**src/rtl/fetch_stage.sv**
```systemverilog
// -----------------------------------------------------------------------------
// fetch_stage : instruction-fetch stage, first stage of the pipeline.
//
// Owns the program counter, issues reads to a synchronous-read program memory
// (one cycle of read latency) and hands instructions to decode through the
// IF/ID register. A one-entry skid buffer absorbs a response that returns
// while decode is stalled. Execute can redirect fetch, and fetching an
// instruction whose top three bits are 3'b111 (HALT) stops fetch until reset.
//
// Optional feature macro: FETCH_STATS_EN (adds fetch_count / stall_count).
//
// Ports:
//   clk          system clock, rising edge
//   reset_n      asynchronous active-low reset
//   mem_rd       read strobe to program memory
//   mem_addr     read address (equals pc when mem_rd=1)
//   mem_rdata    read data, valid the cycle after mem_rd
//   stall        decode cannot accept; hold IF/ID
//   redirect     taken branch from execute
//   redirect_pc  branch target
//   pc           current fetch PC
//   if_id_valid  IF/ID holds a live instruction
//   if_id_instr  fetched instruction
//   if_id_pc     address of if_id_instr
//   fetch_halted HALT fetched; fetch stopped
//   fetch_count  (FETCH_STATS_EN) instructions loaded into IF/ID, saturating
//   stall_count  (FETCH_STATS_EN) cycles with stall=1 and if_id_valid=1, saturating
// -----------------------------------------------------------------------------
module fetch_stage #(
  parameter int PC_W     = 9,
  parameter int INSTR_W  = 16,
  parameter int RESET_PC = 0
) (
  input  logic               clk,
  input  logic               reset_n,
  output logic               mem_rd,
  output logic [PC_W-1:0]    mem_addr,
  input  logic [INSTR_W-1:0] mem_rdata,
  input  logic               stall,
  input  logic               redirect,
  input  logic [PC_W-1:0]    redirect_pc,
  output logic [PC_W-1:0]    pc,
  output logic               if_id_valid,
  output logic [INSTR_W-1:0] if_id_instr,
  output logic [PC_W-1:0]    if_id_pc,
  output logic               fetch_halted
`ifdef FETCH_STATS_EN
  ,
  output logic [15:0]        fetch_count,
  output logic [15:0]        stall_count
`endif
);

  typedef enum logic [1:0] {ST_RST, ST_FETCH, ST_HALTED} state_t;

  state_t               state;
  logic                 pending;     // a read was issued last cycle; data is on mem_rdata now
  logic [PC_W-1:0]      req_pc;      // address of the pending read
  logic                 skid_valid;
  logic [INSTR_W-1:0]   skid_instr;
  logic [PC_W-1:0]      skid_pc;

  logic                 hold;
  logic                 issue;
  logic                 load_en;
  logic [INSTR_W-1:0]   load_instr;
  logic [PC_W-1:0]      load_pc;
  logic                 halt_load;

  // IF/ID only really holds when it has something live; an empty IF/ID may be
  // refilled even while decode is asserting stall.
  assign hold = stall && if_id_valid;

  // Issue is blocked while a stalled response would have nowhere to go
  // (skid full, or a response about to land in it).
  assign issue    = (state == ST_FETCH) && !redirect && !(hold && (pending || skid_valid));
  assign mem_rd   = issue;
  assign mem_addr = pc;

  // Select what IF/ID loads this cycle: the skid buffer is older than any
  // response returning now, so it drains first.
  // NOTE: every always_comb output gets a default first, so no path leaves a
  // signal unassigned and no latch is inferred.
  always_comb begin
    load_en    = 1'b0;
    load_instr = skid_instr;
    load_pc    = skid_pc;
    if (state == ST_FETCH && !redirect && !hold) begin
      if (skid_valid) begin
        load_en = 1'b1;
      end else if (pending) begin
        load_en    = 1'b1;
        load_instr = mem_rdata;
        load_pc    = req_pc;
      end
    end
  end

  assign halt_load = load_en && (load_instr[INSTR_W-1 -: 3] == 3'b111);

  // NOTE: sequential state uses non-blocking assignments only, so every flop
  // samples pre-edge values regardless of statement order.
  // NOTE: the skid buffer and IF/ID data are plain registers, not a memory
  // array, so resetting them is cheap and keeps outputs deterministic.
  always_ff @(posedge clk or negedge reset_n) begin
    if (!reset_n) begin
      state        <= ST_RST;
      pc           <= PC_W'(RESET_PC);
      req_pc       <= '0;
      pending      <= 1'b0;
      skid_valid   <= 1'b0;
      skid_instr   <= '0;
      skid_pc      <= '0;
      if_id_valid  <= 1'b0;
      if_id_instr  <= '0;
      if_id_pc     <= '0;
      fetch_halted <= 1'b0;
    end else begin
      case (state)
        ST_RST: begin
          state <= ST_FETCH;
        end

        ST_FETCH: begin
          if (redirect) begin
            // Squash everything younger than the branch.
            pc          <= redirect_pc;
            pending     <= 1'b0;
            skid_valid  <= 1'b0;
            if_id_valid <= 1'b0;
          end else begin
            if (issue) begin
              req_pc <= pc;
              pc     <= pc + PC_W'(1);
            end
            pending <= issue;

            if (hold) begin
              if (pending) begin
                skid_instr <= mem_rdata;
                skid_pc    <= req_pc;
                skid_valid <= 1'b1;
              end
            end else begin
              if_id_valid <= load_en;
              if (load_en) begin
                if_id_instr <= load_instr;
                if_id_pc    <= load_pc;
              end
              if (skid_valid) begin
                if (pending) begin
                  // Skid drained into IF/ID; the new response takes its place.
                  skid_instr <= mem_rdata;
                  skid_pc    <= req_pc;
                end else begin
                  skid_valid <= 1'b0;
                end
              end
            end

            if (halt_load) begin
              // HALT goes downstream; anything fetched after it is dropped.
              state        <= ST_HALTED;
              fetch_halted <= 1'b1;
              pending      <= 1'b0;
              skid_valid   <= 1'b0;
            end
          end
        end

        ST_HALTED: begin
          if (!stall) if_id_valid <= 1'b0;
        end

        default: state <= ST_RST;
      endcase
    end
  end

`ifdef FETCH_STATS_EN
  always_ff @(posedge clk or negedge reset_n) begin
    if (!reset_n) begin
      fetch_count <= '0;
      stall_count <= '0;
    end else begin
      if (load_en && fetch_count != 16'hFFFF) fetch_count <= fetch_count + 16'd1;
      if (stall && if_id_valid && stall_count != 16'hFFFF) stall_count <= stall_count + 16'd1;
    end
  end
`endif

endmodule
```
**config.mk**
```make
export PLATFORM = sky130hd
export DESIGN_NAME = fetch_stage
export DESIGN_NICKNAME = d
export VERILOG_FILES = /design/src/rtl/fetch_stage.sv
export SDC_FILE = /design/constraint.sdc
export NUM_CORES = 1
export LEC_CHECK = 0
export BUFFER_PORTS_ARGS = -buffer_cell sky130_fd_sc_hd__buf_4
export CAP_MARGIN = 20
export CORE_MARGIN = 5
export CORE_UTILIZATION = 47
export CTS_CLUSTER_SIZE = 40
export DETAILED_ROUTE_END_ITERATION = 10
export GPL_TIMING_DRIVEN = 1
export HOLD_SLACK_MARGIN = 0.06
export PLACE_DENSITY = 0.66
export REMOVE_ABC_BUFFERS = 1
export SYNTH_ARGS = -nofsm -noshare
export SYNTH_HDL_FRONTEND = slang
export SYNTH_SLANG_ARGS = --single-unit
```
**constraint.sdc**
```tcl
create_clock -name clk -period 3.2 [get_ports clk]
set_input_delay 0.64 -clock clk [delete_from_list [all_inputs] [get_ports clk]]
set_output_delay 0.64 -clock clk [all_outputs]
set_load 0.02 [all_outputs]
```
# After elaboration in Yosys (flattened, before gate mapping)
# Cells that the tools add are included.
# word_totals
output_inout_bits,46
inputBits,29
wordCells,74
reg_bits,74
# classes
n_bitwise,3
reduce_logical,22
n_eq_ne,8
addsub,1
mux,29
# ops
operator,n
$mux 16,5
$mux 9,7
$reduce_and 3->1,5
$mux 1,13
$add 9x1->9 const B,1
$logic_and 1x1->1,6
$ne 2x2->1 const B,3
$pmux 2 s3,1
$reduce_bool 2->1,3
$mux 2,2
$ne 4x3->1 const B,1
$reduce_and 2->1,2
$reduce_and 4->1,1
$eq 3x3->1 const B,1
$logic_not 1->1,3
$ne 3x3->1 const B,1
$not 1->1,3
$eq 2x1->1 const B,1
$eq 2x2->1 const B,1
$logic_not 2->1,1
$pmux 1 s2,1
$logic_or 1x1->1,1

# Depth between registers and ports, before layout
# Gate-level depths: netlist of run 1.
# logic_depth
depth_word,9
ltp_mapped,7
ltp_nobuf,5

# Least setup slack after synthesis of run 1
# Ideal clock, no wire load.
# synth_timing
kind,input-to-output
startpoint,input port redirect
endpoint,output port mem_rd
path_slack_ps,1078
cell_stages,5
required_time_ps,2560
n_path_buf,2
arrival_time_ps,1482
cell_sequence,buf_6 -> nor3b_4 -> nand2_1 -> buf_2 -> inv_1
# synth_between
elab_chain_len,3
# synth_rtl
item,line,rtl
"start, declared",40,"input logic redirect,"
$logic_not 1->1,76,assign issue = (state == ST_FETCH) && !redirect && !(hold && (pending || skid_valid));
$logic_and 1x1->1 (2 in series),76,
"end, declared",36,"output logic mem_rd,"
# No other way between the ends.

# Worst setup path after layout of run 1
# Same ends and word-level chain as after synthesis.

==> results of run 1 <==
metal layers:
layer / track usage (%) / vias up
met5: 0 / -
met1: 23.2 / 1338
met2: 26.8 / 92
met4: 7.14 / 0
met3: 3.89 / 11
li1: - / 1301
power groups by stage:
stage	Clock [W]	Sequential (W)	Combinational, W
final	0.000795	0.00161	0.00135
after global routing	0.000850	0.00166	0.00146
after CTS	0.000810	0.00161	0.00136
after detailed placement	0	0.00162	0.00136
after global placement	0	0.00161	0.00133
after floorplan	0	0.00180	0.000609
kinds of logic after synthesis:
group,count (synthesis)
compound gates,104
flops,74
simple gates,68
mux,39
buf+inv,37
fa+ha+maj,1
worst min-delay path by stage:
stage	slack [ns]	start	cells after the start	to
2_1_floorplan	0.34	reset_n	0	fetch_halted
3_3_place_gp	0.47	fetch_halted	1	fetch_halted
3_5_place_dp	0.47	fetch_halted	1	fetch_halted
4_1_cts	0.47	reset_n	1	if_id_instr[9]
5_1_grt	0.51	reset_n	1	if_id_instr[9]
6_report	0.44	reset_n	1	if_id_instr[9]
registers in the layout, summed over array words and instances, names as in the netlist, 2 cells and up:
signal / count
if_id_instr: 16
skid_instr: 16
if_id_pc: 9
mem_addr: 9
req_pc: 9
skid_pc: 9
state: 2
critical path: stages:
cell	delay, ns
buf_4	0.21
nor3b_4	0.33
nand2_1	0.16
inv_1	0.08
buf_4	0.13
cell usage in the layout, fill, tap and decap left out, drive strengths merged, types with 2 or more instances in the layout:
cell | Yosys | final
a31oi | 27 | 27
o211ai | 2 | 2
o22a | 3 | 3
nor2b | 26 | 26
mux2i | 3 | 3
a21oi | 5 | 5
inv | 4 | 4
buf | 26 | 81
nand2 | 11 | 11
mux2 | 36 | 36
and3 | 4 | 4
nand4 | 3 | 3
nand3 | 4 | 4
clkbuf | 7 | 10
dfrtp | 74 | 74
nand2b | 2 | 2
nor2 | 11 | 11
a22oi | 28 | 28
clkinv | 0 | 4
bufinv | 0 | 2
o21ai | 34 | 34
cell type report:
class | instances | area, µm² | share of cell area (%)
sequential | 74 | 1850 | 41.9
multi-input combinational | 212 | 1600 | 36.2
inverter | 4 | 15.0 | 0.339
clock buffer | 10 | 138 | 3.11
timing repair buffer | 81 | 608 | 13.7
tap | 102 | 128 | 2.88
clock inverter | 6 | 80.1 | 1.81
stage by stage:
stage               worst slack, ns  cell area [µm²]  total power [W]  hold slack [ns]
global placement              0.865             4210          0.00293            0.472
floorplan                     0.671             3470          0.00241            0.344
detailed placement            0.834             4210          0.00298            0.469
finish                        0.988             4430          0.00375            0.439
global route                  0.879             4430          0.00398            0.515
CTS                           0.963             4430          0.00378            0.473
==> summary.md, run 1 <==
| Metric | Value |
|---|---|
| Outcome | completed |
| Root Driver | clkbuf_8 |
| Final RePlAce weighted congestion | 0.760 |
| Fin cells | 489 |
| Crit Path Category | in -> out |
| Post-CTS sizing | 0 |
| DR vias/cell | 5.61 |
| Critical Path Start Type | input pin |
| Post-CTS Setup Inserts | 0 |
| Min cycle time layout | 2.21 ns |
| Slew HR | 38.7% |
| Grt ovf | 0 |
| Internal power | 0.00248 W |
| Synth Area in Compound Gates | 18.4% |
| Final Skew | 0.00666 ns |
| Reg2Reg Depth | 4 |
| Tot GR Track Use | 17.2% |
| First-pass GRT wire length | 13700 µm |
| Worst-case clock buffer depth | 2 |
| Cell taking the most area after synthesis | dfrtp_1 |
| Worst EP required | 2.56 ns |
| Pwr Density | 847 nW/µm² |
| Top Metal Used | met4 |
| Critical Path End Type | output pin |
| I/O Buffers | 74 |
| Clock slew at reported path FFs | 0.08 ns |
| Placed Cells | 473 |
| Top-area cell type share of the netlist area | 50.3% |
| Tcrit/Tclk final | 69.1% |
| Count of final max-slew check failures | 0 |
| Synth Register Bits | 74 |
| Post-route setup TNS | 0 ns |
| Synth warn | 0 |
| Adder-cell share of the synthesized area | 0.340% |
| Final setup fails | 0 |
| Worst R2R Setup Slack | 1.19 ns |
| Synth Flop Type | dfrtp_1 |
| Top post-synthesis cells by area | dfrtp_1 (50%), mux2_4 (8.2%), a22oi_1 (5.7%) |
| Post-Synthesis Cells | 323 |
| Vias in the first global route | 2813 |
| Area grow syn2layout | 20.2% |
| Post-synth top cells | dfrtp_1 (74), o21ai_0 (31), a22oi_1 (28) |
| Top-count cell post-synth | dfrtp_1 |
| Routed wl met2 | 3750 µm |
| Pin count of the biggest net entering global routing | 75 |
| Critical Path Start | redirect |
| Num CTS Buffers | 9 |
| Arrival time at the worst endpoint | 1.57 ns |
| Fill count | 692 |
| CP Capture Point | mem_rd |
| Static leakage | 2.00 nW |
| Starting Density | 47.9% |
| DP HPWL | 5250 µm |
| Max-Cap Viols | 0 |
| Largest family of logic cells by synthesized area | compound AO/OA/AOI/OAI gates |
| Fraction of registers with async set/reset | 100% |
| Detail Route Antenna Nets | 0 |
| Die width | 98.5 µm |
| Worst Path Max Fanout | 26 |
| Simple-Gate Fraction of Synth Area | 10.9% |
| Routed WL per cell | 16.6 µm |
| Detailed Routing Iterations Pass 1 | 4 |
| Worst VDD drop | 307 µV |
| Switching share of total power | 33.9% |
| Synthesized cell area | 3680 µm² |
| DR iter-0 viols | 145 |
| DR DRC count | 0 |
| Core Region | 7690 µm² |
| Post-synth cell types | 39 |
| # diodes | 0 |
| H-tree level count | 3 |
| Num Clock Sinks | 74 |
| I/O pins | 75 |
| CTS tree | built |
| Post-layout net count | 412 |
| Hold buffer count at cts | 0 |
| Antenna violations before repair | 0 |
| Die height | 98.5 µm |
| Die area | 9710 µm² |
| P_sw | 0.00127 W |
| Clk network pwr share | 21.2% |
| Unrepaired setup endpoints after global routing | no |
| Combinational Power Share | 35.9% |
| Seq/Total Area, Yosys | 50.3% |
| Metal3 WL | 506 µm |
| Met1 Routed Length | 3710 µm |
| Reg power frac | 42.9% |
| Launch point of the worst reg-to-reg path | if_id_valid |
| Hold Crit Class | in -> async |
| Slew @ Worst Pin | 0.920 ns |
| Fraction of layout cells with a size suffix above 1 | 36.7% |
| Number of flops mapped to enable cells by yosys | 0 |
| Final Hold Fails | 0 |
| Clock Latency Late Sink | 0.34 ns |
| Worst R2R End | skid_instr[8] |
| Vias | 2742 |
| Peak Freq | 0.452 GHz |
| Total Wirelength | 8090 µm |
| Util after Layout | 57.6% |
| XOR/XNOR Fraction of Synth Area | 0% |
| FP Rows | 32 |
| Syn_area_per_cell | 11.4 µm² |
| Post-synthesis mux area share | 13.9% |
Power figures use the tool's default switching activity.
==> run 2, diff against run 1 <==
Clock period 3.2 ns to 2.2 ns, I/O delays scaled along.
==> run 2 against run 1 <==
Clock skew is 0.0015 ns higher. Flip-flop and latch count stayed put. Die area stayed put. Non-clock buffer count is 5 higher. Via count is 2.0% higher. Hold slack worse by 0.10 ns. Sequential share of layout area is 0.18 points lower. Critical path depth is 1 lower. Critical endpoint unchanged. Highest routed layer unchanged. Total power is 40% higher. Cell count is 0.82% higher.
==> summary.md, run 2 (synthesis results as in run 1) <==
| Metric | Value |
|---|---|
| Outcome | completed |
| Num CTS Buffers | 9 (unchanged) |
| Slew HR | 65.5% (+27 points) |
| I/O pins | 75 (unchanged) |
| Detailed Routing Iterations Pass 1 | 4 (unchanged) |
| First-pass GRT wire length | 14200 µm (+3.2%) |
| Vias | 2798 (+2.0%) |
| Count of final max-slew check failures | 0 (unchanged) |
| Critical Path Start Type | flip-flop |
| Hold Crit Class | in -> reg |
| Total Wirelength | 8320 µm (+2.7%) |
| Final RePlAce weighted congestion | 0.817 (+7.6%) |
| Max-Cap Viols | 0 (unchanged) |
| Worst path cell trace | o211ai_2 > nand2_1 > inv_1 > buf_4 |
| Fraction of layout cells with a size suffix above 1 | 36.6% (-0.12 points) |
| Unrepaired setup endpoints after global routing | no |
| I/O Buffers | 74 (unchanged) |
| Post-place setup slack | 0.444 ns (-0.390 ns) |
| H-tree level count | 3 (unchanged) |
| Clock slew at reported path FFs | 0.07 ns (about the same) |
| # diodes | 0 (unchanged) |
| Regs by FF count | if_id_instr (16), skid_instr (16) |
| Root Driver | clkbuf_8 |
| Reg2Reg Depth | 5 (+1) |
| Post-CTS Setup Inserts | 0 (unchanged) |
| Worst-case clock buffer depth | 2 (unchanged) |
| Final WS setup | 0.153 ns (-0.835 ns) |
| Num Clock Sinks | 74 (unchanged) |
| Met1 usage in global routing | 25.8% (+2.6 points) |
| Final Skew | 0.00816 ns (+0.00149 ns) |
| Tot GR Track Use | 18.0% (+0.78 points) |
| CTS tree | built |
| Min cycle time layout | 2.05 ns |
| Post-layout net count | 417 (+1.2%) |
| Commonest non-fill, non-tap cell in the layout | buf_4 |
| Final setup fails | 0 (unchanged) |
| Met2 GRT Util | 26.1% (-0.68 points) |
| Worst Hold Path Cells | 2 |
| Routed WL per cell | 16.9 µm (+1.9%) |
| FP Rows | 32 (unchanged) |
| GR Layer Usage met3 | 4.39% (+0.50 points) |
| Grt peak-use layer | met2 |
| Core Region | 7690 µm² (unchanged) |
| Post-CTS sizing | 0 (unchanged) |
| Pin count of the biggest net entering global routing | 44 (-41%) |
| DP HPWL | 5550 µm (+5.8%) |
| Vias in the first global route | 2770 (-1.5%) |
| Worst VDD drop | 449 µV (+46%) |
| Worst path max stage delay | 0.53 ns (+0.20 ns) |
| DR DRC count | 0 (unchanged) |
| Worst Path Max Fanout | 14 (-46%) |
| Pwr Density | 1180 nW/µm² (+39%) |
| DR vias/cell | 5.68 (+1.2%) |
| Detail Route Antenna Nets | 0 (unchanged) |
| Slew @ Worst Pin | 0.518 ns (-0.402 ns) |
| Arrival time at the worst endpoint | 1.61 ns (+0.04 ns) |
| Peak Freq | 0.489 GHz |
| Crit Path Category | reg -> out |
| Die height | 98.5 µm (unchanged) |
| Tcrit/Tclk final | 93.0% |
| Grt ovf | 0 (unchanged) |
| Worst EP required | 1.76 ns (-0.80 ns) |
| Critical Path End Type | output pin |
| Slowest cell on the critical path | dfrtp_2 |
| Die area | 9710 µm² (unchanged) |
| Die width | 98.5 µm (unchanged) |
| Static leakage | 2.01 nW (+0.25%) |
| DR iter-0 viols | 133 (-8.3%) |
| Final Hold Fails | 0 (unchanged) |
| Starting Density | 47.9% (unchanged) |
| Area grow syn2layout | 20.7% |
| Antenna violations before repair | 0 (unchanged) |
| Clock Latency Late Sink | 0.34 ns (about the same) |
| Post-route setup TNS | 0 ns (unchanged) |
| Commonest non-fill, non-tap cells in the layout | buf_4 (83), dfrtp_1 (73), o21ai_0 (31) |
==> run 2: changes by cell type in the layout (fill, tap and decap cells not counted) <==
cell and delta:
buf_12 +2, buf_4 +2, bufinv_16 -2, clkbuf_1 +2, clkbuf_8 +1, clkinv_2 -3
clkinvlp_4 +1, dlygate4sd3_1 +1
==> run 2: worst paths after layout <==
kind	startpoint	endpoint	slack, ns
max	pending	mem_rd	0.15
min	mem_rdata[9]	skid_instr[9]	0.34
max reg2reg	mem_addr[0]	mem_addr[8]	0.45
min reg2reg	fetch_halted	fetch_halted	0.48
max in group asynchronous	reset_n	skid_instr[5]	1.05
min in group asynchronous	reset_n	if_id_instr[4]	0.58
==> run 2: critical path, delay by kind of cell (launching register included) <==
family | cells | cell delay, ns
simple gates | 1 | 0.18
buf+inv | 2 | 0.21
flops | 1 | 0.53
compound gates | 1 | 0.34
==> run 2: through the flow <==
stage | utilization (%) | cell area (µm²) | total power, W | hold WS, ns | cells
detailed placement | 55.5 | 4260 | 0.00434 | 0.413 | 477
global route | 57.8 | 4440 | 0.00560 | 0.320 | 493
CTS | 57.8 | 4440 | 0.00531 | 0.315 | 493
finish | 57.8 | 4440 | 0.00524 | 0.336 | 493
global placement | 55.5 | 4260 | 0.00428 | 0.412 | 477
floorplan | - | 3470 | 0.00351 | 0.144 | 290
==> run 2: final cells by class <==
class / instances / area (µm²)
fill: 680 / 3240
sequential: 74 / 1850
multi-input combinational: 212 / 1600
timing repair buffer: 86 / 673
clock buffer: 13 / 159
tap: 102 / 128
inverter: 4 / 15.0
clock inverter: 2 / 12.5
==> run 2: metal layers <==
| layer | up-vias | part of all wire [%] |
|---|---|---|
| met2 | 86 | 46 |
| met4 | 0 | 1.7 |
| met3 | 10 | 5.4 |
| met1 | 1400 | 47 |
| met5 | - | 0 |
| li1 | 1302 | - |
==> run 2: repair_timing <==
| item | in CTS | in global routing |
|---|---|---|
| setup endpoints to repair | 0 | 0 |
| endpoints found under the hold margin | 31 | 0 |
| hold buffers | 1 | 0 |
==> run 2: power by group <==
| group | total, W | switching (W) | internal, W |
|---|---|---|---|
| Combinational | 0.00197 | 0.000915 | 0.00105 |
| Clock | 0.000935 | 0.000471 | 0.000464 |
| Sequential | 0.00234 | 0.000433 | 0.00190 |
| Total | 0.00524 | 0.00182 | 0.00342 |
